### src/rtl/operand_scoreboard.sv
// Register-operand hazard scoreboard: per-register in-flight write counters
// gate issue on RAW hazards and bound outstanding writes per destination.
module operand_scoreboard #(
  parameter int PENDING_WIDTH     = 2,
  parameter int STALL_COUNT_WIDTH = 32
) (
  input  logic                         clk,
  input  logic                         rst,
  input  logic                         issue_valid,
  output logic                         issue_ready,
  input  logic [4:0]                   issue_rs1_index,
  input  logic                         issue_rs1_used,
  input  logic [4:0]                   issue_rs2_index,
  input  logic                         issue_rs2_used,
  input  logic [4:0]                   issue_rd_index,
  input  logic                         issue_rd_write,
  input  logic                         wb_valid,
  input  logic [4:0]                   wb_rd_index,
  input  logic                         flush,
  output logic [31:0]                  reg_busy,
  output logic                         wb_underflow,
  output logic [STALL_COUNT_WIDTH-1:0] stall_count
);

  localparam int NREGS = 32;

  typedef logic [PENDING_WIDTH-1:0] cnt_t;

  cnt_t             cnt      [NREGS];
  cnt_t             cnt_next [NREGS];
  logic [NREGS-1:0] wb_hit;
  logic [NREGS-1:0] inc;

  cnt_t rs1_cnt;
  cnt_t rs2_cnt;
  cnt_t rd_cnt;
  cnt_t wb_cnt;

  logic raw_rs1;
  logic raw_rs2;
  logic waw_limit;
  logic fire;
  logic underflow_now;
  logic stall_now;

  always_comb begin
    for (int unsigned r = 0; r < NREGS; r++) begin
      wb_hit[r] = wb_valid && (wb_rd_index == 5'(r)) && (r != 0);
    end
  end

  always_comb begin
    rs1_cnt = cnt[issue_rs1_index];
    rs2_cnt = cnt[issue_rs2_index];
    rd_cnt  = cnt[issue_rd_index];
    wb_cnt  = cnt[wb_rd_index];
  end

  // Write-through register file: a writeback retiring the last outstanding
  // write releases a reader in the same cycle.
  always_comb begin
    raw_rs1 = issue_rs1_used && (issue_rs1_index != '0) && (rs1_cnt != '0) &&
              !(wb_hit[issue_rs1_index] && (rs1_cnt == cnt_t'(1)));
    raw_rs2 = issue_rs2_used && (issue_rs2_index != '0) && (rs2_cnt != '0) &&
              !(wb_hit[issue_rs2_index] && (rs2_cnt == cnt_t'(1)));
    waw_limit = issue_rd_write && (issue_rd_index != '0) && (rd_cnt == '1) &&
                !wb_hit[issue_rd_index];
  end

  always_comb begin
    issue_ready   = !rst && !flush && !raw_rs1 && !raw_rs2 && !waw_limit;
    fire          = issue_valid && issue_ready;
    stall_now     = issue_valid && !issue_ready;
    underflow_now = wb_valid && (wb_rd_index != '0) && (wb_cnt == '0);
  end

  always_comb begin
    for (int unsigned r = 0; r < NREGS; r++) begin
      inc[r] = fire && issue_rd_write && (issue_rd_index == 5'(r)) && (r != 0);
    end
  end

  // A simultaneous issue and writeback to the same register cancel out.
  always_comb begin
    for (int unsigned r = 0; r < NREGS; r++) begin
      cnt_next[r] = cnt[r];
      if (r == 0 || flush) begin
        cnt_next[r] = '0;
      end else if (inc[r] && !wb_hit[r]) begin
        cnt_next[r] = cnt[r] + cnt_t'(1);
      end else if (wb_hit[r] && !inc[r] && (cnt[r] != '0)) begin
        cnt_next[r] = cnt[r] - cnt_t'(1);
      end
    end
  end

  always_ff @(posedge clk) begin
    if (rst) begin
      for (int unsigned r = 0; r < NREGS; r++) begin
        cnt[r] <= '0;
      end
      wb_underflow <= 1'b0;
      stall_count  <= '0;
    end else begin
      cnt <= cnt_next;
      if (underflow_now) begin
        wb_underflow <= 1'b1;
      end
      if (stall_now && (stall_count != '1)) begin
        stall_count <= stall_count + 1'b1;
      end
    end
  end

  always_comb begin
    for (int unsigned r = 0; r < NREGS; r++) begin
      reg_busy[r] = (cnt[r] != '0);
    end
  end

endmodule

### config.mk
export PLATFORM = sky130hd
export DESIGN_NAME = operand_scoreboard
export DESIGN_NICKNAME = d
export VERILOG_FILES = /design/src/rtl/operand_scoreboard.sv
export SDC_FILE = /design/constraint.sdc
export NUM_CORES = 1
export LEC_CHECK = 0
export CORE_MARGIN = 2
export CORE_UTILIZATION = 56
export CTS_CLUSTER_SIZE = 24
export DETAILED_ROUTE_END_ITERATION = 10
export PLACE_DENSITY = 0.8
export SYNTH_ARGS = -nofsm -noshare
export SYNTH_HDL_FRONTEND = slang
export SYNTH_SLANG_ARGS = --single-unit
export TNS_END_PERCENT = 100
### constraint.sdc
create_clock -name clk -period 4.2 [get_ports clk]
set_input_delay 0.42 -clock clk [delete_from_list [all_inputs] [get_ports clk]]
set_output_delay 0.42 -clock clk [all_outputs]
set_load 0.005 [all_outputs]
## Word-level counts from Yosys, hierarchy flattened

Cells that the tools add are included.

- Input bits: 28
- Word-level logic and storage cells: 571
- Bits in registers: 95
- Output and inout bits: 66

- Magnitude comparators: 7
- Bitwise operators: 4
- Reductions and logical operators: 318
- Equal/unequal tests: 66
- Muxes and demuxes: 80
- $add $sub $neg: 63

Operators with widths:

| kind | number |
|---|---|
| $logic_and 1x1->1 | 176 |
| $eq 5x5->1 const B | 32 |
| $mux 2 | 70 |
| $reduce_bool 2->1 | 64 |
| $eq 5x4->1 const B | 16 |
| $logic_not 1->1 | 71 |
| $add 2x1->2 const B | 31 |
| $sub 2x1->2 const B | 31 |
| $bmux 2 s5 | 4 |
| $eq 5x3->1 const B | 8 |
| $add 32x1->32 const B | 1 |
| $ne 32x32->1 const B | 1 |
| $ge 6x6->1 const B | 4 |
| $not 5->6 | 4 |
| $eq 5x2->1 const B | 4 |
| $reduce_bool 5->1 | 4 |
| $lt 5x6->1 const B | 3 |
| $bmux 1 s5 | 3 |
| $eq 5x1->1 const B | 2 |
| $eq 2x1->1 const B | 2 |
| $mux 1 | 3 |
| $eq 2x2->1 const B | 1 |
| $logic_not 2->1 | 1 |
| $reduce_bool 2->1 const A | 1 |
| $reduce_or 2->1 | 1 |

## Depth between registers and ports, before layout

Gate-level depths: netlist of run 1.

- Word-level depth: 20
- Mapped depth: 14
- Gate-level depth less buffers: 10

## Worst setup path before layout of run 1

OpenSTA, ideal clock, no wires.

- Path kind: input -> output
- Start point: input issue_rs2_index[0]
- End point: output issue_ready
- Arrival: 2890 ps
- Stages: 9
- Buffers on the path: 3
- Path slack: 890 ps
- Required time: 3780 ps
- Cell sequence: buf_2 -> mux4_2 -> mux4_2 -> nor2_1 -> a211oi_2 -> or4_1 -> inv_2 -> buf_4 -> buf_2

- Word-level cells in the longest chain between the ends: 11
- Elaborated cells between the ends (all ways): 17
- Classes of those cells: eq/ne (1); mux (5); bitwise (1); reduce/logical (10)

RTL lines:

| element | RTL line | text |
|---|---|---|
| start, declared | 13 | `input logic [4:0] issue_rs2_index,` |
| $not 5->6 (implied by the code) | 54 | `rs2_cnt = cnt[issue_rs2_index];` |
| $bmux 2 s5 | 54 |  |
| $mux 2 (implied by the code) (2 in a row) | 54 |  |
| $eq 2x1->1 | 65 | `!(wb_hit[issue_rs2_index] && (rs2_cnt == cnt_t'(1)));` |
| $logic_and 1x1->1 | 65 |  |
| $logic_not 1->1 | 65 |  |
| $logic_and 1x1->1 (*) | 64 | `raw_rs2 = issue_rs2_used && (issue_rs2_index != '0) && (rs2_cnt != '0) &&` |
| $logic_not 1->1 (*) | 71 | `issue_ready = !rst && !flush && !raw_rs1 && !raw_rs2 && !waw_limit;` |
| $logic_and 1x1->1 (*) (2 in a row) | 71 |  |
| end, declared | 10 | `output logic issue_ready,` |

Mark *: on every way between the ends. The rest lies on a longest branch, timed or not. The select of a mux whose other input is x is not followed.

## Worst setup path in the final report of run 1

- Start point: input issue_rd_index[1]
- End point: output issue_ready

- Word-level cells in the longest chain between the ends: 9
- Elaborated cells between the ends (all ways): 14
- Classes of those cells: eq/ne (1); mux (5); bitwise (1); reduce/logical (7)

RTL lines:

| element | RTL line | text |
|---|---|---|
| start, declared | 15 | `input logic [4:0] issue_rd_index,` |
| $not 5->6 (implied by the code) | 55 | `rd_cnt = cnt[issue_rd_index];` |
| $bmux 2 s5 | 55 |  |
| $mux 2 (implied by the code) (2 in a row) | 55 |  |
| $eq 2x2->1 | 66 | `waw_limit = issue_rd_write && (issue_rd_index != '0) && (rd_cnt == '1) &&` |
| $logic_and 1x1->1 | 66 |  |
| $logic_and 1x1->1 (*) | 66 |  |
| $logic_not 1->1 (*) | 71 |  |
| $logic_and 1x1->1 (*) | 71 |  |

Marks and branches as above.

==> results.sh, run 1 <==
export IMPL_htreeDepth=3
export IMPL_synthCells=935
export IMPL_layout_worst_path_cycle_share_pct=97.09
export IMPL_antenna_found_initial=0
export IMPL_drc=0
export IMPL_dieArea_um2=14670
export IMPL_drt_wl_total_um=24690
export IMPL_die_w_um=121.1
export IMPL_cp_num_buf_inv=4
export IMPL_grt_first_pass_wirelength_um=39470
export IMPL_status="complete, no violations"
export IMPL_leakage_nw=3.145
export IMPL_routedWlPerCell_um=20.37
export IMPL_fin_skew_ns=0.01574
export IMPL_finalMaxSlewViolations=0
export IMPL_worstPathArrival_ns=3.66
export IMPL_dr_first_iter_drc_count=1072
export IMPL_path_class="in2out"
export IMPL_first_pass_iters=7
export IMPL_grt_usage_pct=34.19
export IMPL_cts_setup_buffers=0
export IMPL_core_area_um2=13300
export IMPL_ys_types=73
export IMPL_cts_tree="built"
export IMPL_worstMarginPinSlew_ns=0.7423
export IMPL_cts_buffer_depth=2
export IMPL_final_nets=1060
export IMPL_rows=42
export IMPL_areaGrowthSynthToFinish_pct=22.17
export IMPL_synth_most_common_cell="dfxtp_1"
export IMPL_critPathRequiredTime_ns=3.78
export IMPL_ff2ff_path_depth=10
export IMPL_rsz0062_at_grt="false"
export IMPL_setup_viol=0
export IMPL_ys_flop_type="dfxtp_1"
export IMPL_r2r_slack_ns=0.83
export IMPL_fmax_ghz=0.2452
export IMPL_endpoint_kind="output pin"
export IMPL_fin_util_pct=70.59
export IMPL_start_util_pct=57.78
export IMPL_synth_common_cells="95 x dfxtp_1, 85 x nor2_1, 68 x nand2_1, 47 x a21oi_1, 45 x o21ai_0"
export IMPL_peakVddDrop_v=0.0001894
export IMPL_path_clk_slew_ns=0.08
export IMPL_synth_edf_count=0
export IMPL_worst_path_max_delay_cell="clkdlybuf4s50_1"
export IMPL_min_from="wb_underflow"
export IMPL_cts_buffers=9
export IMPL_ys_seq_area_share_pct=24.76
export IMPL_syn_num_nets=964
export IMPL_hp_class="reg2reg"
export IMPL_cts_sinks=95
export IMPL_clock_root_buffer="clkbuf_16"
export IMPL_path_cells="clkdlybuf4s50_1 > buf_4 > mux4_2 > mux4_2 > and3_1 > or2_0 > or4_1 > inv_2 > clkdlybuf4s50_1"
export IMPL_worst_path_largest_cell_delay_ns=0.53
export IMPL_die_h_um=121.1
export IMPL_dp_hpwl_um=17990
export IMPL_power_density_nw_per_um2=219.9
export IMPL_cp_max_fo=8
export IMPL_cp_start_kind="input port"
export IMPL_avgSynthCellArea_um2=8.216
export IMPL_worst_r2r_endpoint="cnt[60]"
export IMPL_final_layout_size_suffix_gt1_share_pct=16.60
export IMPL_antenna_left=0
export IMPL_routed_via_density=6.771
export IMPL_netlist_area_leader_share_pct=24.76
export IMPL_hold_end="wb_underflow"
export IMPL_async_reset_ff_share_pct=0
export IMPL_diodes=0
export IMPL_synth_area_leaders="dfxtp_1 25%, mux4_2 12%, nor2_1 4.2%"
export IMPL_hold_violations=0
export IMPL_io_pins=94
export IMPL_holdPathStages=2
export IMPL_drv_cap=0
export IMPL_overflow=0
export IMPL_ys_ff_latch=95
export IMPL_synth_area_leader_cell="dfxtp_1"
export IMPL_grt_max_degree=58
export IMPL_fin_cells=1212
export IMPL_ys_warn_count=0
export IMPL_synth_area_um2=7682
export IMPL_pre_cts_slack_ns=0.1007
export IMPL_grt_pass1_vias=7444
export IMPL_portBuffers=92
export IMPL_clock_latency_ns=0.37
export IMPL_dp_cells=1196
export IMPL_worstReg2RegStart="cnt[20]"
export IMPL_slew_headroom_pct=50.33
export IMPL_critPathTopFamily="buffers and inverters"
export IMPL_setup_tns_ns=0
export IMPL_setup_slack_ns=0.1224
export IMPL_finalCriticalPeriod_ns=4.078
export IMPL_vias=8206
export IMPL_gp_congestion=0.9837
-- per-stage QoR --
stage / hold WS, ns / total power, mW / instance area [um2]
after global placement: 0.4525 / 1.248 / 9076
after global routing: 0.5073 / 2.131 / 9385
after floorplan: 0.4604 / 1.113 / 7682
after CTS: 0.4911 / 2.062 / 9363
final: 0.4926 / 2.063 / 9385
after detailed placement: 0.4689 / 1.250 / 9076
-- worst register-to-register path: cells and delay by family, from the launching register on --
family / cells / cell delay [ns]
xor gates and xnor gates: 1 / 0.21
muxes: 2 / 0.96
and+or+nand+nor: 4 / 1.13
AOI/OAI and AO/OA: 1 / 0.22
buffers and inverters: 2 / 0.37
DFF: 1 / 0.40
-- cell usage in the layout (no fill, tap or decap), types with 10 or more instances in the layout --
cell	count
a211oi_1	36
nor2b_1	16
nor3_1	31
mux4_2	42
nand3_1	25
nand2_1	68
o31a_1	14
mux2i_1	10
nand4_1	15
o21a_1	14
nor2_1	84
and3_1	16
buf_4	49
clkdlybuf4s50_1	90
nand2b_1	32
nor4_1	36
or2_2	34
xnor2_1	31
dfxtp_1	95
inv_1	14
a21oi_1	47
o21ai_0	45
-- layout make-up --
type	instances	area, um2
Fill cell	1092	3910
Sequential cell	95	1902
Clock buffer	9	225.2
Clock inverter	7	61.31
Multi-Input combinational cell	760	5446
Inverter	15	56.30
Tap cell	176	220.2
Timing Repair Buffer	150	1474
-- worst max-delay path by stage --
stage                       startpoint          end  cells after the start
global placement    issue_rs2_index[0]  issue_ready                      9
floorplan           issue_rs2_index[0]  issue_ready                      9
finish               issue_rd_index[1]  issue_ready                      9
global route            wb_rd_index[3]  issue_ready                     11
detailed placement  issue_rs2_index[0]  issue_ready                      9
CTS                 issue_rs2_index[0]  issue_ready                      9
-- layer usage --
layer / global-route usage (%) / up-vias / share of wire [%]
met3: 8.130 / 74 / 12
met4: 14.03 / 0 / 3.5
met1: 44.99 / 3830 / 39
met2: 53.93 / 545 / 45
met5: 0 / - / 0
li1: - / 3757 / -
-- what timing repair did --
item | in CTS | in global routing
hold buffers | 0 | 0
resized for setup | 0 | 6
setup endpoints to repair | 0 | 1
endpoints found under the hold margin | 0 | 0
-- flip-flops by register name (all words and copies together) (netlist names) --
register	flops
wb_underflow	1
stall_count	32
cnt	62
-- report_power, final --
group	switching, mW	total, mW	internal, mW	leakage (nW)
combinational	0.201	0.336	0.134	2.24
sequential	0.00341	0.906	0.903	0.765
clock	0.406	0.821	0.416	0.141
-- cells by family (layout without fill, tap and decap cells) --
family,Yosys count,after routing,share of synthesized area [%]
simple gates,426,426,30.21
compound gates,233,233,20.88
flops,95,95,24.76
buf+inv,80,181,4.674
mux,61,61,14.93
xor+xnor,38,38,4.332
fa+ha+maj,1,1,0.1628
other cells,1,1,0.04881
No activity file was read; power rests on OpenSTA's default activity.
==> run 2: changes to the inputs <==
clock period = 4.5 ns   (was 4.2 ns; I/O delays follow)
==> run 2 against run 1 <==
The flow now finishes with violations (DRC). Via count grew 0.99%. Register-to-register slack gained 0.13 ns. Final area shrank 1.9%. Sequential power shrank 6.6%. Total power shrank 6.5%. Largest cell class unchanged.
==> results.sh, run 2 (synthesis gave the netlist of run 1 again) <==
export IMPL_violations="DRC"
export IMPL_final_common_cell="dfxtp_1"
export IMPL_top_register="cnt"
export IMPL_gp_congestion=1.026
export IMPL_worstPathArrival_ns=3.82
export IMPL_endpoint_kind="output pin"
export IMPL_pwr_share_comb_pct=15.6
export IMPL_fin_cells=1197
export IMPL_hp_class="reg2reg"
export IMPL_antenna_found_initial=0
export IMPL_clock_root_buffer="clkbuf_16"
export IMPL_hold_slack_ns=0.4772
export IMPL_die_w_um=121.1
export IMPL_drv_cap=0
export IMPL_min_from="wb_underflow"
export IMPL_rsz0062_at_grt="false"
export IMPL_rows=42
export IMPL_worst_path_max_delay_cell="clkdlybuf4s50_1"
export IMPL_setup_slack_ns=0.2314
export IMPL_cts_setup_buffers=0
export IMPL_slew_headroom_pct=23.40
export IMPL_finalCriticalPeriod_ns=4.269
export IMPL_drc=1
export IMPL_power_switching_share_pct=29.53
export IMPL_finalMaxSlewViolations=0
export IMPL_dp_hpwl_um=17640
export IMPL_power_density_nw_per_um2=209.5
export IMPL_fin_skew_ns=0.01108
export IMPL_cts_sinks=95
export IMPL_overflow=0
export IMPL_routedWlPerCell_um=20.83
export IMPL_grt_first_pass_wirelength_um=39270
export IMPL_pre_cts_slack_ns=0.2525
export IMPL_final_layout_size_suffix_gt1_share_pct=15.08
export IMPL_grt_max_degree=58
export IMPL_r2r_slack_ns=0.96
export IMPL_power_frac_seq_pct=43.8
export IMPL_fmax_ghz=0.2343
export IMPL_antenna_left=0
export IMPL_htreeDepth=3
export IMPL_routed_via_density=6.923
export IMPL_hold_buffers=0
export IMPL_cts_tree="built"
export IMPL_io_pins=94
export IMPL_largest_reg_flops=62
export IMPL_setup_tns_ns=0
export IMPL_die_h_um=121.1
export IMPL_cts_resized=0
export IMPL_clockPowerShare_pct=40.5
export IMPL_path_clk_slew_ns=0.07
export IMPL_grt_pass1_vias=7493
export IMPL_diodes=0
export IMPL_critPathRequiredTime_ns=4.05
export IMPL_critPathMostFrequentCell="clkdlybuf4s50_1"
export IMPL_netSwitchingPower_mw=0.5698
export IMPL_path_class="in2out"
export IMPL_internal_power_mw=1.360
export IMPL_drt_wl_total_um=24930
export IMPL_worstReg2RegStart="cnt[8]"
export IMPL_status="finished, violations left"
export IMPL_final_nets=1045
export IMPL_first_pass_iters=9
export IMPL_cts_buffers=9
export IMPL_dp_cells=1181
export IMPL_grt_usage_pct=33.95
export IMPL_setup_viol=0
export IMPL_cp_start_kind="input port"
export IMPL_path_cells="clkdlybuf4s50_1 > buf_4 > nor2b_1 > a31oi_1 > a21o_1 > o41ai_1 > or4_1 > inv_2 > clkdlybuf4s50_1"
export IMPL_nFillCells=1086
export IMPL_worst_path_largest_cell_delay_ns=0.76
export IMPL_layout_worst_path_cycle_share_pct=94.86
export IMPL_worstMarginPinSlew_ns=1.141
export IMPL_portBuffers=92
export IMPL_cp_max_fo=14
export IMPL_dieArea_um2=14670
export IMPL_hold_violations=0
export IMPL_top_regs="cnt (62), stall_count (32), wb_underflow (1)"
export IMPL_areaGrowthSynthToFinish_pct=19.87
export IMPL_layout_common_cells="95 x dfxtp_1, 92 x clkdlybuf4s50_1, 85 x nor2_1"
export IMPL_dr_first_iter_drc_count=1007
export IMPL_core_area_um2=13300
export IMPL_clock_latency_ns=0.36
export IMPL_cts_buffer_depth=2
export IMPL_start_util_pct=57.78
export IMPL_vias=8287
export IMPL_peakVddDrop_v=0.0002125
export IMPL_startpoint="issue_rd_index[0]"
export IMPL_leakage_nw=3.032
run 2: cell count changes in the layout (fill, tap and decap cells not counted), sizes merged:
cell           delta
clkbuf            +1
clkdlybuf4s50     +2
buf              -15
dlymetal6s2s      -2
clkinv            -1
run 2: path summary, 6_finish.rpt:
kind,endpoint,cells past startpoint
worst max-delay path,issue_ready,9
worst min-delay path,wb_underflow,2
worst max register to register,cnt[50],10
worst min register to register,wb_underflow,2
run 2: routing by layer:
layer,share of wire (%),vias up,GRT usage [%]
met1,39,3848,44.38
li1,-,3723,-
met4,4.2,0,14.32
met3,13,121,9.305
met2,44,595,52.81
met5,0,-,0
run 2: worst max-delay path: cells and delay by family:
family / cells / cell delay (ns)
compound gates: 3 / 1.01
buf+inv: 4 / 1.64
simple gates: 2 / 0.71
run 2: area by class of cell:
| type | count | area (um2) | share of cell area [%] |
|---|---|---|---|
| inverters | 15 | 56.30 | 0.6114 |
| repair buffers | 135 | 1306 | 14.18 |
| well taps | 176 | 220.2 | 2.391 |
| multi-input cells | 760 | 5429 | 58.95 |
| clock buffers | 10 | 239.0 | 2.595 |
| clock inverters | 6 | 56.30 | 0.6114 |
| flip-flops and latches | 95 | 1902 | 20.65 |
run 2: metrics by stage:
stage	total power, mW	area [um2]	util [%]
4_1_cts	1.928	9209	69.26
3_5_place_dp	1.152	8914	67.04
6_report	1.930	9209	69.26
5_1_grt	1.978	9209	69.26
2_1_floorplan	1.039	7682	-
3_3_place_gp	1.149	8914	67.04
run 2: power by group through the flow:
stage / Clock [mW] / Combinational, mW / Sequential [mW]
after floorplan: 0 / 0.174 / 0.865
after global placement: 0 / 0.284 / 0.865
after global routing: 0.818 / 0.314 / 0.846
final: 0.782 / 0.302 / 0.846
after detailed placement: 0 / 0.287 / 0.865
after CTS: 0.794 / 0.289 / 0.846
